## src/rtl/sfu_psum_feeder.sv

```systemverilog
// Streams stored per-pixel partial sums from PMEM into the SFU accumulator and
// writes each pixel's ReLU result from the SFU into OMEM.
module sfu_psum_feeder #(
    parameter int psum_bw = 16,
    parameter int col     = 8,
    parameter int num_pix = 16,
    parameter int num_kij = 9,
    parameter int addr_bw = 11
) (
    input  logic                     clk,
    input  logic                     reset,
    input  logic                     start,
    input  logic [addr_bw-1:0]       psum_base,
    input  logic [addr_bw-1:0]       out_base,
    output logic                     busy,
    output logic                     done,
    output logic                     pmem_cen,
    output logic                     pmem_wen,
    output logic [addr_bw-1:0]       pmem_addr,
    input  logic [psum_bw*col-1:0]   pmem_rdata,
    output logic [psum_bw*col-1:0]   sfu_psum,
    output logic                     sfu_acc,
    output logic                     sfu_bypass,
    input  logic [psum_bw*col-1:0]   sfp_in,
    output logic                     omem_cen,
    output logic                     omem_wen,
    output logic [addr_bw-1:0]       omem_addr,
    output logic [psum_bw*col-1:0]   omem_wdata
);

    localparam int KW = (num_kij > 1) ? $clog2(num_kij) : 1;
    localparam int PW = (num_pix > 1) ? $clog2(num_pix) : 1;
    localparam logic [KW-1:0]      K_LAST   = KW'(num_kij - 1);
    localparam logic [PW-1:0]      P_LAST   = PW'(num_pix - 1);
    localparam logic [addr_bw-1:0] ROW_STEP = addr_bw'(num_pix);

    typedef enum logic [1:0] {
        S_IDLE,
        S_READ,
        S_GAP,
        S_DRAIN
    } state_t;

    state_t               state_q, state_d;
    logic [KW-1:0]        k_q, k_d;
    logic [PW-1:0]        p_q, p_d;
    logic [addr_bw-1:0]   row_q, row_d;
    logic [addr_bw-1:0]   psum_base_q, psum_base_d;
    logic [addr_bw-1:0]   out_base_q, out_base_d;
    logic                 acc_q, acc_d;
    logic                 gap1_q, gap1_d;
    logic                 gap2_q, gap2_d;
    logic [addr_bw-1:0]   oaddr1_q, oaddr1_d;
    logic [addr_bw-1:0]   oaddr2_q, oaddr2_d;
    logic                 rd_issue;
    logic [addr_bw-1:0]   rd_addr;

    // row_q tracks k*num_pix incrementally, so no multiplier is needed.
    assign rd_addr = psum_base_q + row_q + addr_bw'(p_q);

    always_comb begin
        state_d     = state_q;
        k_d         = k_q;
        p_d         = p_q;
        row_d       = row_q;
        psum_base_d = psum_base_q;
        out_base_d  = out_base_q;
        rd_issue    = 1'b0;
        unique case (state_q)
            S_IDLE: begin
                if (start) begin
                    psum_base_d = psum_base;
                    out_base_d  = out_base;
                    k_d         = '0;
                    p_d         = '0;
                    row_d       = '0;
                    state_d     = S_READ;
                end
            end
            S_READ: begin
                rd_issue = 1'b1;
                if (k_q == K_LAST) begin
                    state_d = S_GAP;
                end else begin
                    k_d   = k_q + 1'b1;
                    row_d = row_q + ROW_STEP;
                end
            end
            S_GAP: begin
                k_d   = '0;
                row_d = '0;
                if (p_q == P_LAST) begin
                    state_d = S_DRAIN;
                end else begin
                    p_d     = p_q + 1'b1;
                    state_d = S_READ;
                end
            end
            S_DRAIN: begin
                if (gap2_q) begin
                    state_d = S_IDLE;
                end
            end
            default: state_d = S_IDLE;
        endcase
    end

    // Write-side pipeline: the GAP marker and the pixel's OMEM address travel
    // two cycles so they line up with the SFU result that follows the flush.
    always_comb begin
        acc_d    = rd_issue;
        gap1_d   = (state_q == S_GAP);
        gap2_d   = gap1_q;
        oaddr1_d = (state_q == S_GAP) ? (out_base_q + addr_bw'(p_q)) : oaddr1_q;
        oaddr2_d = gap1_q ? oaddr1_q : oaddr2_q;
    end

    always_ff @(posedge clk) begin
        if (reset) begin
            state_q  <= S_IDLE;
            k_q      <= '0;
            p_q      <= '0;
            row_q    <= '0;
            acc_q    <= 1'b0;
            gap1_q   <= 1'b0;
            gap2_q   <= 1'b0;
            oaddr2_q <= '0;
        end else begin
            state_q  <= state_d;
            k_q      <= k_d;
            p_q      <= p_d;
            row_q    <= row_d;
            acc_q    <= acc_d;
            gap1_q   <= gap1_d;
            gap2_q   <= gap2_d;
            oaddr2_q <= oaddr2_d;
        end
    end

    always_ff @(posedge clk) begin
        psum_base_q <= psum_base_d;
        out_base_q  <= out_base_d;
        oaddr1_q    <= oaddr1_d;
    end

    assign busy       = (state_q != S_IDLE);
    assign done       = (state_q == S_DRAIN) && gap2_q;
    assign pmem_cen   = ~rd_issue;
    assign pmem_wen   = 1'b1;
    assign pmem_addr  = rd_issue ? rd_addr : '0;
    assign sfu_psum   = pmem_rdata;
    assign sfu_acc    = acc_q;
    assign sfu_bypass = 1'b0;
    assign omem_cen   = ~gap2_q;
    assign omem_wen   = ~gap2_q;
    assign omem_addr  = oaddr2_q;
    assign omem_wdata = sfp_in;

endmodule

```

## config.mk

```make
export PLATFORM = sky130hd
export DESIGN_NAME = sfu_psum_feeder
export DESIGN_NICKNAME = d
export VERILOG_FILES = /design/src/rtl/sfu_psum_feeder.sv
export SDC_FILE = /design/constraint.sdc
export NUM_CORES = 1
export LEC_CHECK = 0
export CAP_MARGIN = 5
export CELL_PAD_IN_SITES_DETAIL_PLACEMENT = 0
export CELL_PAD_IN_SITES_GLOBAL_PLACEMENT = 1
export CORE_AREA = 3 3 220 222
export CTS_CLUSTER_SIZE = 20
export DETAILED_ROUTE_END_ITERATION = 8
export DIE_AREA = 0 0 223 225
export DONT_BUFFER_PORTS = 1
export PLACE_DENSITY = 0.32
export SETUP_SLACK_MARGIN = 0.3
export SLEW_MARGIN = 10
export SYNTH_ARGS = -nofsm -noshare
export SYNTH_HDL_FRONTEND = slang
export SYNTH_SLANG_ARGS = --single-unit
```

## constraint.sdc

```tcl
create_clock -name clk -period 6 [get_ports clk]
set_input_delay 1.2 -clock clk [delete_from_list [all_inputs] [get_ports clk]]
set_output_delay 1.2 -clock clk [all_outputs]
set_load 0.02 [all_outputs]
```

==> results.sh <==
export IMPL_outcome="finished clean"
export IMPL_multi_input_area_um2=1440
export IMPL_r2r_start="p_q[0]$_SDFFE_PP0P_"
export IMPL_clock_path_buffers=2
export IMPL_yosysTopAreaCellShare_pct=38.4
export IMPL_numPlacedInstances=880
export IMPL_p_int_mw=0.881
export IMPL_drv_cap=0
export IMPL_ant_nets=0
export IMPL_crit_path_start_kind="flip-flop"
export IMPL_switching_share_pct=24.8
export IMPL_die_w_um=223
export IMPL_grt_use_total_pct=7.90
export IMPL_core_area_um2=46600
export IMPL_gp_congestion=0.694
export IMPL_synth_cell_types=46
export IMPL_wl_met2_um=10400
export IMPL_wirelength_um=20800
export IMPL_synth_most_common_cell="buf_4"
export IMPL_finalHoldViolations=0
export IMPL_critPathKind="reg2out"
export IMPL_numCtsBuffers=9
export IMPL_drt_iter0_markers=84
export IMPL_power_mw=1.17
export IMPL_vias_per_cell=2.69
export IMPL_cp_max_fo=5
export IMPL_hp_class="reg2reg"
export IMPL_max_freq_mhz=239
export IMPL_nFillCells=5325
export IMPL_register_area_um2=1610
export IMPL_cts_tree="built"
export IMPL_p_sw_mw=0.291
export IMPL_critPathArrivalTime_ns=2.98
export IMPL_min_period_ns=4.18
export IMPL_clkTransAtPathRegs_ns=0.06
export IMPL_synthCells=535
export IMPL_grt_max_degree=25
export IMPL_tightest_slew_ns=0.923
export IMPL_synth_nets=845
export IMPL_synth_edf_count=33
export IMPL_reg2reg_depth=8
export IMPL_ys_seq_area_share_pct=31.8
export IMPL_async_flop_share_pct=0
export IMPL_wl_met1_um=4000
export IMPL_powerDensity_nw_per_um2=279
export IMPL_area_delta_synth_final_pct=-17.1
export IMPL_r2r_slack_ns=4.03
export IMPL_grt_overflow=0
export IMPL_rows=79
export IMPL_slew_headroom_pct=38.1
export IMPL_h_tree_depth=3
export IMPL_drive_gt1_share_pct=9.69
export IMPL_ys_warn_count=0
export IMPL_ys_ff_latch=64
export IMPL_combPwrFrac_pct=7.6
export IMPL_wl_met3_um=5240
export IMPL_syn_area_per_cell_um2=9.46
export IMPL_hold_buffers=0
export IMPL_ys_top_cells_by_area="buf_4 38%, edfxtp_1 20%, dfxtp_1 12%"
export IMPL_dr_pass1_iters=4
export IMPL_final_nets=594
export IMPL_slew_violations=0
export IMPL_grt_pass1_wl_um=26100
export IMPL_insertedDiodeCount=0
export IMPL_startpoint="p_q[1]$_SDFFE_PP0P_"
export IMPL_synth_commonest_cells="259 x buf_4, 37 x nor2_1, 33 x edfxtp_1, 31 x dfxtp_1, 27 x ha_1"
export IMPL_cp_required_ns=4.80
export IMPL_syn_cell_area_um2=5060
export IMPL_chipHeight_um=225
export IMPL_ir_drop_mv=0.0880
export IMPL_setup_violations=0
export IMPL_clock_latency_ns=0.34
export IMPL_rsz0062_at_grt="no"
export IMPL_start_util_pct=10.9
export IMPL_critPathCaptureType="primary output"
export IMPL_dp_slack_ns=2.14
export IMPL_grt_pass1_vias=2534
export IMPL_fin_worst_skew_ns=0.00839
export IMPL_drc=0
export IMPL_p_leak_nw=1.37
export IMPL_place_area_um2=3870
export IMPL_post_cts_resized=0
export IMPL_numPortBuffers=0
export IMPL_wire_per_inst_um=23.2
export IMPL_endpoint="pmem_addr[9]"
export IMPL_finalNonFillerCells=896
export IMPL_synthFlopType="edfxtp_1"
export IMPL_fin_util_pct=9.01
export IMPL_post_route_cell_area_um2=4200
export IMPL_fin_crit_sh_pct=69.7
export IMPL_fin_ws_ns=1.82
export IMPL_finalSetupTns_ns=0
export IMPL_topRoutingLayerUsed="met4"
export IMPL_r2r_end="oaddr1_q[8]$_DFFE_PP_"
export IMPL_power_share_sequential_pct=42.6
export IMPL_hpwl_um=18300
export IMPL_grt_antenna_before_repair=0
export IMPL_via_count=2409
export IMPL_cts_root_buffer="clkbuf_16"
export IMPL_yosysTopAreaCell="buf_4"
export IMPL_io_pins=567
export IMPL_dieArea_um2=50200
export IMPL_post_cts_buffers=0
export IMPL_timing_hold_ws_ns=0.485
export IMPL_cts_sinks=64
export IMPL_clockPowerShare_pct=49.8
critical path: stages (launching register included):
cell and delay, ns:
dfxtp_1 0.41, ha_1 0.26, ha_1 0.23, inv_1 0.08, fa_1 0.23, nor2b_4 0.06
o31a_1 0.29, o41a_1 0.36, o21ai_1 0.12, nor3b_1 0.61
flip-flops by register name, summed over array words and instances, names as in the netlist:
signal	cells
gap2_q	1
p_q	4
out_base_q	11
psum_base_q	11
oaddr1_q	11
k_q	4
gap1_q	1
state_q	2
sfu_acc	1
row_q	7
omem_addr	11
area by class of cell:
class | count | share of cell area, %
repair buffers | 1 | 0.179
clock inverters | 7 | 2.44
clock buffers | 9 | 5.37
flip-flops and latches | 64 | 38.4
well taps | 607 | 18.1
inverters | 14 | 1.25
multi-input cells | 194 | 34.3
cell families (layout without fill, tap and decap cells):
kind of cell,after synthesis,count (layout),synth area share [%]
AOI/OAI and AO/OA,38,38,5.34
xor gates and xnor gates,21,21,3.63
adders and majority gates,29,29,7.47
buffers and inverters,277,31,39.8
DFF,64,64,31.8
muxes,12,12,2.40
other,2,2,0.148
and+or+nand+nor,92,92,9.37
worst min-delay path by stage:
stage	from	end	slack, ns	cells after the start
CTS	k_q[1]$_SDFFE_PP0P_	k_q[1]$_SDFFE_PP0P_	0.49	2
global placement	oaddr1_q[10]$_DFFE_PP_	omem_addr[10]$_SDFFE_PP0P_	0.47	2
finish	k_q[1]$_SDFFE_PP0P_	k_q[1]$_SDFFE_PP0P_	0.48	2
global route	oaddr1_q[10]$_DFFE_PP_	omem_addr[10]$_SDFFE_PP0P_	0.51	2
detailed placement	oaddr1_q[4]$_DFFE_PP_	omem_addr[4]$_SDFFE_PP0P_	0.48	2
floorplan	oaddr1_q[2]$_DFFE_PP_	omem_addr[2]$_SDFFE_PP0P_	0.46	2
placed cells by master (no fill, tap or decap), types with 7 or more instances in the layout:
master and n:
clkbuf_16 9, inv_1 13, ha_1 27, nand3_1 8, nand2_1 8, nor2_1 36, o21ai_0 7, mux2i_1 11
a21oi_1 8, edfxtp_1 33, xor2_1 11, xnor2_1 10, dfxtp_1 31
power groups by stage:
stage	combinational [mW]	sequential, mW	clock [mW]
after detailed placement	0.0926	0.509	0
after global placement	0.0924	0.509	0
after CTS	0.0927	0.500	0.610
final	0.0885	0.499	0.584
after global routing	0.102	0.502	0.624
after floorplan	0.322	0.503	0
per-layer routing:
layer,track usage (%),up-vias
met4,5.27,0
met5,0,-
li1,-,999
met3,9.22,84
met2,13.4,298
met1,4.36,1028
Power figures use the tool's default switching activity.
